## config.mk

```make
export PLATFORM = sky130hd
export DESIGN_NAME = uart_rx_param
export DESIGN_NICKNAME = d
export VERILOG_FILES = /design/src/rtl/uart_rx_param.sv
export SDC_FILE = /design/constraint.sdc
export NUM_CORES = 1
export LEC_CHECK = 0
export BUFFER_PORTS_ARGS = -buffer_cell sky130_fd_sc_hd__buf_2
export CORE_MARGIN = 8
export CORE_UTILIZATION = 50
export DETAILED_ROUTE_END_ITERATION = 12
export HOLD_SLACK_MARGIN = 0.12
export PLACE_DENSITY = 0.83
export SLEW_MARGIN = 15
export SYNTH_ARGS = -nofsm -noshare
export SYNTH_HDL_FRONTEND = slang
export SYNTH_SLANG_ARGS = --single-unit
```

## constraint.sdc

```tcl
create_clock -name clk -period 1.8 [get_ports clk]
set_input_delay 0.36 -clock clk [delete_from_list [all_inputs] [get_ports clk]]
set_output_delay 0.36 -clock clk [all_outputs]
set_load 0.01 [all_outputs]
```

## src/rtl/uart_rx_param.sv

```systemverilog
// -----------------------------------------------------------------------------
// uart_rx_param
//   Parametrised UART receiver. It has an rx synchroniser, a 3-sample majority
//   vote around mid-bit, optional parity, 1 or 2 stop bits, break detection and
//   an overrun pulse. os_tick is the only thing that advances the bit timing.
//
//   Build option: define UART_RX_FIFO_EN to get a FIFO_DEPTH-entry receive
//   FIFO. FIFO_DEPTH must be a power of 2 and at least 2. Without the macro,
//   a single holding register is used and FIFO_DEPTH is ignored.
//
// Ports
//   clk, reset           system clock, synchronous active-high reset
//   os_tick              1-cycle enable, OSR pulses per bit time
//   rx                   asynchronous serial line, idle high
//   parity_en/odd        parity configuration (odd=1: odd parity)
//   two_stop             check two stop bits
//   rx_valid/rx_ready    word handshake; a pop happens on valid & ready
//   rx_data              received word, LSB received first
//   parity_err           flag for the presented word
//   frame_err            flag for the presented word
//   break_det            flag for the presented word
//   overrun              1-cycle pulse when a completed word is dropped
// -----------------------------------------------------------------------------
module uart_rx_param #(
  parameter int DATA_BITS   = 8,
  parameter int OSR         = 16,
  parameter int SYNC_STAGES = 2,
  parameter int FIFO_DEPTH  = 8
) (
  input  logic                 clk,
  input  logic                 reset,
  input  logic                 os_tick,
  input  logic                 rx,
  input  logic                 parity_en,
  input  logic                 parity_odd,
  input  logic                 two_stop,
  output logic                 rx_valid,
  input  logic                 rx_ready,
  output logic [DATA_BITS-1:0] rx_data,
  output logic                 parity_err,
  output logic                 frame_err,
  output logic                 break_det,
  output logic                 overrun
);

  localparam int CW = $clog2(OSR);
  localparam int BW = $clog2(DATA_BITS);
  localparam int WW = DATA_BITS + 3;  // {break, frame, parity, data}

  localparam logic [CW-1:0] VOTE_A = CW'(OSR / 2 - 1);
  localparam logic [CW-1:0] VOTE_B = CW'(OSR / 2);
  localparam logic [CW-1:0] VOTE_C = CW'(OSR / 2 + 1);
  localparam logic [CW-1:0] LAST   = CW'(OSR - 1);

  typedef enum logic [2:0] {S_IDLE, S_START, S_DATA, S_PAR, S_STOP, S_BRK} state_e;

  // Synchroniser. It resets to the idle-high level so that reset does not
  // look like a start bit.
  logic [SYNC_STAGES-1:0] sync_q;
  logic                   rxs;

  // NOTE: sequential state uses <= only, so every flop samples pre-edge values.
  always_ff @(posedge clk) begin
    if (reset) sync_q <= '1;
    else       sync_q <= {sync_q[SYNC_STAGES-2:0], rx};
  end
  assign rxs = sync_q[SYNC_STAGES-1];

  state_e               state_q, state_d;
  logic [CW-1:0]        os_cnt_q, os_cnt_d;
  logic [BW-1:0]        bit_cnt_q, bit_cnt_d;
  logic [DATA_BITS-1:0] shift_q, shift_d;
  logic [1:0]           samp_q, samp_d;
  logic                 perr_q, perr_d, ferr_q, ferr_d, pzero_q, pzero_d;
  logic                 done;
  logic [WW-1:0]        done_word;

  logic at_a, at_b, at_dec, period_end, vote;
  assign at_a       = os_tick && (os_cnt_q == VOTE_A);
  assign at_b       = os_tick && (os_cnt_q == VOTE_B);
  assign at_dec     = os_tick && (os_cnt_q == VOTE_C);
  assign period_end = os_tick && (os_cnt_q == LAST);
  // The third sample is taken live at the decision tick.
  assign vote = (samp_q[0] & samp_q[1]) | (samp_q[0] & rxs) | (samp_q[1] & rxs);

  always_ff @(posedge clk) begin
    if (reset) begin
      state_q   <= S_IDLE;
      os_cnt_q  <= '0;
      bit_cnt_q <= '0;
      shift_q   <= '0;
      samp_q    <= '0;
      perr_q    <= 1'b0;
      ferr_q    <= 1'b0;
      pzero_q   <= 1'b1;
    end else begin
      state_q   <= state_d;
      os_cnt_q  <= os_cnt_d;
      bit_cnt_q <= bit_cnt_d;
      shift_q   <= shift_d;
      samp_q    <= samp_d;
      perr_q    <= perr_d;
      ferr_q    <= ferr_d;
      pzero_q   <= pzero_d;
    end
  end

  // NOTE: every signal gets a default first, so no path can infer a latch.
  always_comb begin
    state_d   = state_q;
    os_cnt_d  = os_cnt_q;
    bit_cnt_d = bit_cnt_q;
    shift_d   = shift_q;
    samp_d    = samp_q;
    perr_d    = perr_q;
    ferr_d    = ferr_q;
    pzero_d   = pzero_q;
    done      = 1'b0;
    done_word = '0;

    if (os_tick && state_q != S_IDLE && state_q != S_BRK)
      os_cnt_d = period_end ? '0 : os_cnt_q + 1'b1;
    if (at_a) samp_d[0] = rxs;
    if (at_b) samp_d[1] = rxs;

    unique case (state_q)
      S_IDLE: begin
        if (os_tick && !rxs) begin
          state_d   = S_START;
          os_cnt_d  = '0;
          bit_cnt_d = '0;
          perr_d    = 1'b0;
          ferr_d    = 1'b0;
          pzero_d   = 1'b1;  // stays 1 when there is no parity bit
        end
      end
      S_START: begin
        if (at_dec && vote) state_d = S_IDLE;  // glitch, not a start bit
        else if (period_end) state_d = S_DATA;
      end
      S_DATA: begin
        if (at_dec) shift_d = {vote, shift_q[DATA_BITS-1:1]};
        if (period_end) begin
          if (bit_cnt_q == BW'(DATA_BITS - 1)) begin
            bit_cnt_d = '0;
            state_d   = parity_en ? S_PAR : S_STOP;
          end else begin
            bit_cnt_d = bit_cnt_q + 1'b1;
          end
        end
      end
      S_PAR: begin
        if (at_dec) begin
          perr_d  = parity_odd ? (vote != ~^shift_q) : (vote != ^shift_q);
          pzero_d = ~vote;
        end
        if (period_end) state_d = S_STOP;
      end
      S_STOP: begin
        if (at_dec) begin
          if (!vote && bit_cnt_q == '0 && shift_q == '0 && pzero_q) begin
            // Whole frame low: report a break now and wait for the line to rise.
            done      = 1'b1;
            done_word = {1'b1, 1'b1, perr_q, {DATA_BITS{1'b0}}};
            state_d   = S_BRK;
          end else if (bit_cnt_q == BW'(two_stop)) begin
            // Leave mid stop bit so the next start edge is not missed.
            done      = 1'b1;
            done_word = {1'b0, ferr_q | ~vote, perr_q, shift_q};
            state_d   = S_IDLE;
          end else begin
            ferr_d = ferr_q | ~vote;
          end
        end else if (period_end) begin
          bit_cnt_d = bit_cnt_q + 1'b1;
        end
      end
      S_BRK: begin
        if (rxs) state_d = S_IDLE;
      end
      default: state_d = S_IDLE;
    endcase
  end

  // Output buffering
  logic          head_valid, pop, ovr_q;
  logic [WW-1:0] head_word;

`ifdef UART_RX_FIFO_EN
  localparam int AW = $clog2(FIFO_DEPTH);

  logic [WW-1:0] mem_q [FIFO_DEPTH];
  logic [AW:0]   wr_q, rd_q;   // extra MSB tells full from empty
  logic          empty, full, push;

  assign empty = (wr_q == rd_q);
  assign full  = (wr_q[AW] != rd_q[AW]) && (wr_q[AW-1:0] == rd_q[AW-1:0]);
  assign pop   = !empty && rx_ready;
  assign push  = done && (!full || pop);

  always_ff @(posedge clk) begin
    if (reset) begin
      wr_q  <= '0;
      rd_q  <= '0;
      ovr_q <= 1'b0;
    end else begin
      ovr_q <= done && full && !pop;
      if (push) wr_q <= wr_q + 1'b1;
      if (pop)  rd_q <= rd_q + 1'b1;
    end
  end

  // NOTE: the storage has no reset; only the pointers decide what is valid.
  always_ff @(posedge clk) begin
    if (push) mem_q[wr_q[AW-1:0]] <= done_word;
  end

  assign head_valid = !empty;
  assign head_word  = mem_q[rd_q[AW-1:0]];
`else
  logic          hold_v_q;
  logic [WW-1:0] hold_w_q;

  assign pop = hold_v_q && rx_ready;

  always_ff @(posedge clk) begin
    if (reset) begin
      hold_v_q <= 1'b0;
      hold_w_q <= '0;
      ovr_q    <= 1'b0;
    end else begin
      ovr_q <= done && hold_v_q && !pop;
      if (done && (!hold_v_q || pop)) begin
        hold_w_q <= done_word;
        hold_v_q <= 1'b1;
      end else if (pop) begin
        hold_v_q <= 1'b0;
      end
    end
  end

  assign head_valid = hold_v_q;
  assign head_word  = hold_w_q;
`endif

  // Outputs are forced to 0 when nothing is presented.
  assign rx_valid   = head_valid;
  assign rx_data    = head_valid ? head_word[DATA_BITS-1:0] : '0;
  assign parity_err = head_valid & head_word[DATA_BITS];
  assign frame_err  = head_valid & head_word[DATA_BITS+1];
  assign break_det  = head_valid & head_word[DATA_BITS+2];
  assign overrun    = ovr_q;

endmodule
```

### After elaboration in Yosys (flattened, before gate mapping)

Index checks and enable logic that the tools add are counted.
Widths: inputs -> output; s select.

* add/sub/neg operators: 2
* eq/ne operators: 27
* muxes and demuxes: 44
* bitwise gates (word level): 10
* reduce and logical (&&, ||, !) cells: 35

Operators by type and width (count)
* $mux 3: 16
* $mux 11: 3
* $ne 2x2->1 const B: 11
* $pmux 3 s6: 1
* $mux 4: 4
* $logic_and 1x1->1: 15
* $mux 1: 14
* $eq 4x4->1 const B: 3
* $mux 10: 1
* $reduce_and 5->1: 2
* $eq 3x3->1 const B: 3
* $ne 3x3->1 const B: 3
* $pmux 3 s3: 1
* $logic_not 8->1: 1
* $mux 8: 1
* $reduce_and 8->1: 1
* $reduce_xnor 8->1: 1
* $reduce_xor 8->1: 1
* $and 1x1->1: 6
* $eq 3x2->1 const B: 2
* $logic_not 3->1: 2
* $pmux 1 s2: 3
* $reduce_bool 2->1: 3
* $reduce_bool 3->1: 2
* other kinds (12): 18

* bits in registers: 38

### Logic depth before layout (Yosys ltp)

* depth after elaboration: 12
* depth in mapped cells: 10

### Worst setup path after synthesis

Ideal clock, no wire load.

* kind: register -> register
* start: reg os_cnt_q[0]
* end: reg hold_w_q[1], in the netlist head_word[1]
* setup time: 0.070 ns
* arrival time: 1.800 ns
* setup slack: -0.071 ns
* stages on the path, launching flop included: 9
* cells stage by stage: dfxtp_1 -> ha_1 -> and4b_1 -> buf_4 -> nor3b_4 -> o211ai_2 -> buf_6 -> or3_1 -> a21oi_1

* longest elaborated chain between the ends: 5
* elaborated cells on any way between the ends: 7
* those cells by class: eq/ne (1); mux (4); reduce/logical (2)

Ends and longest elaborated chain
* start, declared: line 70 `logic [CW-1:0] os_cnt_q, os_cnt_d;`
* start signal, assigned: line 98 `os_cnt_q <= os_cnt_d;`
* $eq 4x4->1 (*): line 81 `assign at_dec = os_tick && (os_cnt_q == VOTE_C);`
* $logic_and 1x1->1 (*): line 81
* $mux 1: line 160 `if (at_dec) begin`
* $mux 1: line 126 `unique case (state_q)`
* $logic_and 1x1->1: line 233 `if (done && (!hold_v_q || pop)) begin`
* end signal, assigned: line 234 `hold_w_q <= done_word;`
* end, declared: line 222 `logic [WW-1:0] hold_w_q;`

Every way passes the cells marked *; elsewhere a longest branch is shown, timed or not.
A chain may end at the register's enable or synchronous reset.

### Worst setup path in the final report

* start: reg os_cnt_q[1]
* end: reg hold_w_q[1], in the netlist head_word[1]

The elaborated chain is that of the path after synthesis.

==> impl_metrics.py <==
metrics = {
    "cts": {
        "cts_made_buffers": 5,
        "root_buffer": "clkbuf_8",
        "cts_sinks": 38,
        "clk_latency_ps": 300,
        "cts_tree": "yes",
        "clock_path_buffers": 2,
        "cts.clk_slew.worst_paths_ps": 80,
        "h-tree-depth": 2,
    },
    "synth": {
        "synth_edf_count": 0,
        "yosysWarningCount": 0,
        "synth.most_common_cell": "dfxtp_1",
        "avgSynthCellArea_um2": 8.340,
        "yosys.cell_types.count": 44,
        "syn-cell-area_mm2": 0.002018,
        "ys_seq_elements": 38,
        "synth_fp_nets": 260,
        "synthCells": 242,
        "synthArstFlopShare_pct": 0,
        "synth_top_area_share_pct": 37.69,
        "synth_area_leaders": "dfxtp_1 38%, ha_1 6.2%, a21oi_1 5.5%",
        "netlist_top_cells_count": "38 x dfxtp_1, 29 x nor2_1, 22 x a21oi_1",
        "yosysSeqAreaShare_pct": 37.69,
        "yosysTopAreaCell": "dfxtp_1",
        "ys.flop_type": "dfxtp_1",
    },
    "finish": {
        "diodes": 0,
        "utilization_pct": 67.18,
        "nets": 308,
        "finalInstanceArea_mm2": 0.002649,
        "filler_cell_count": 306,
        "drive_gt1_share_pct": 31.62,
        "area_growth_syn_to_layout_pct": 31.25,
    },
    "sta": {
        "hold_viol": 0,
        "maxClockFrequency_mhz": 505.2,
        "rsz0062_at_grt": "true",
        "finClkSkew_ps": 9.765,
        "period_minus_slack_ps": 1979,
        "setup-violations-final": 11,
        "period_share_pct": 110.0,
        "hold-worst-slack_ps": 251.1,
        "final_max_slew_viol_count": 0,
        "setup_ws_ps": -179.4,
        "tightest_slew_ps": 429.7,
        "timing.slew.headroom_pct": 71.16,
    },
    "worst_setup_path": {
        "reg2reg_slack_ps": -180,
        "worstReg2RegEnd": "head_word[1]",
        "crit_fanout": 6,
        "arrival_ps": 2210,
        "critPathKind": "flip-flop to flip-flop",
        "cp.required_ps": 2030,
        "r2r-start": "os_cnt_q[1]",
        "startpoint": "os_cnt_q[1]",
        "start_kind": "flip-flop",
        "cp-end-kind": "flip-flop",
        "reg2reg_depth": 8,
        "worstSetupEndpoint": "head_word[1]",
    },
    "power": {
        "ir_drop_mv": 0.6184,
        "seqPwrFrac_pct": 40.9,
        "p_clk_share_pct": 31.4,
        "p_sw_w": 0.0007351,
        "p_comb_share_pct": 27.7,
        "p_leak_nw": 1.085,
        "internal_power_w": 0.001608,
        "power_density_mw_per_mm2": 884.4,
        "report.power.total_w": 0.002343,
        "switching_share_pct": 31.38,
    },
    "grt": {
        "grt_pass1_vias": 1799,
        "grt_pass1_wl_um": 7845,
        "overflow": 0,
        "grt_max_degree": 24,
        "grt.total_usage_pct": 15.44,
        "antenna_found_initial": 0,
    },
    "placement": {
        "dpl-instance-area_mm2": 0.002290,
        "dpl.hpwl_um": 3243,
        "post-place-ws_ps": -108.5,
        "gp_congestion": 0.8666,
        "io_buffers": 20,
    },
    "routing": {
        "wl_um": 5032,
        "vias_per_cell": 5.519,
        "vias": 1882,
        "antenna_left": 0,
        "drt-initial-drc-count": 101,
        "wl_per_cell_um": 14.76,
        "drcViolationCount": 0,
        "first_pass_iters": 4,
    },
    "floorplanning": {
        "num_rows": 23,
        "die_w_um": 79.53,
        "die_area_mm2": 0.006325,
        "die_h_um": 79.53,
        "coreArea_mm2": 0.003943,
        "floorplan.initialDensity_pct": 51.19,
        "io_pins": 21,
    },
    "min_path": {
        "hold_class": "input pin to flip-flop",
    },
    "run": {
        "cap_violations": 0,
    },
    "status": {
        "status": "complete, but fails checks",
        "violations": "negative setup slack",
    },
}
[metal layers]
metal,part of all wire (%),vias to the layer above,wire length [um],track usage (%)
met3,6.4,10,323,5.068
met1,39,902,1979,16.01
met4,2.2,0,112,6.667
met5,0,-,0,0
li1,-,924,-,-
met2,52,46,2616,27.63
[critical path, cell delays in order, from the launching register on]
cell and delay, ps:
dfxtp_4 360, inv_4 60, ha_4 110, and4b_2 270
nor3b_4 250, nand3b_1 190, buf_6 190, or3_4 350
a21oi_1 130
[cells in the final DEF (no fill, tap or decap), drive strengths merged]
cell type  instances
nand4b             2
bufinv             1
nor2b              4
o21ai              6
or3               11
a22o               1
o211ai             2
or2                2
a211oi             2
nand4              1
o22ai              1
nand2             11
maj3               1
nor3               8
a221o              1
and4b              1
ha                10
clkbuf             5
buf               54
o32ai              1
o221ai             1
and4               1
o31ai              2
a311oi             1
a21oi             22
clkinvlp           2
xor2               4
mux2i              7
nand3b             4
xnor2              4
nor2              29
and2              11
a32oi              1
inv               16
nand2b            10
nand3              7
a2bb2oi            2
nor3b              3
dfxtp             38
nor4               1
[worst min path at each step]
| stage | start | endpoint | slack (ps) | cells past startpoint |
|---|---|---|---|---|
| final | rx | sync_q[0] | 250 | 2 |
| after global routing | rx | sync_q[0] | 240 | 2 |
| after global placement | sync_q[0] | sync_q[1] | 390 | 1 |
| after floorplan | sync_q[0] | sync_q[1] | 390 | 1 |
| after detailed placement | sync_q[0] | sync_q[1] | 400 | 1 |
| after CTS | rx | sync_q[0] | 240 | 2 |
[kinds of logic after synthesis]
family	count (synthesis)	share of synthesized area, %
AO/OA/AOI/OAI	42	12.90
XOR/XNOR	8	3.471
adder cells (fa/ha/maj)	11	6.881
buffers and inverters	30	6.262
flip-flops	38	37.69
multiplexers	7	3.472
AND/OR/NAND/NOR	106	29.32
[what timing repair did]
item                                   CTS  global route
gates cloned                             2             0
pin swaps                                4            10
setup buffers                            6             4
resized for setup                        9            28
hold buffers                             0             0
endpoints found under the hold margin    0             0
setup endpoints to repair               12            17
[metrics by stage]
step | TNS, ps | instances
6_report | -1026 | 341
5_1_grt | -1865 | 341
4_1_cts | -423.9 | 337
3_5_place_dp | -744.9 | 321
3_3_place_gp | -2.100 | 321
2_1_floorplan | -161.1 | 242
[layout make-up]
type                    instances  area (um^2)  area share, %
clock inverters                 3        45.04          1.701
repair buffers                 54        379.1          14.31
inverters                      16        62.56          2.362
multi-input cells             175         1261          47.61
clock buffers                   5        68.82          2.598
flip-flops and latches         38        769.5          29.05
well taps                      50        62.56          2.362
[power by group through the flow]
stage	sequential, W	clock (W)	combinational (W)
floorplan	0.000923	0	0.000412
global placement	0.000960	0	0.000541
detailed placement	0.000961	0	0.000559
CTS	0.000946	0.000747	0.000575
global route	0.000962	0.000786	0.000706
finish	0.000958	0.000735	0.000649
[state kept, by name, indices dropped and copies added, names as in the netlist]
| signal | cells |
|---|---|
| os_cnt_q | 4 |
| ferr_q | 1 |
| overrun | 1 |
| rx_valid | 1 |
| state_q | 3 |
| pzero_q | 1 |
| sync_q | 2 |
| shift_q | 8 |
| perr_q | 1 |
| bit_cnt_q | 3 |
| head_word | 11 |
| samp_q | 2 |
Power figures use the tool's default switching activity.
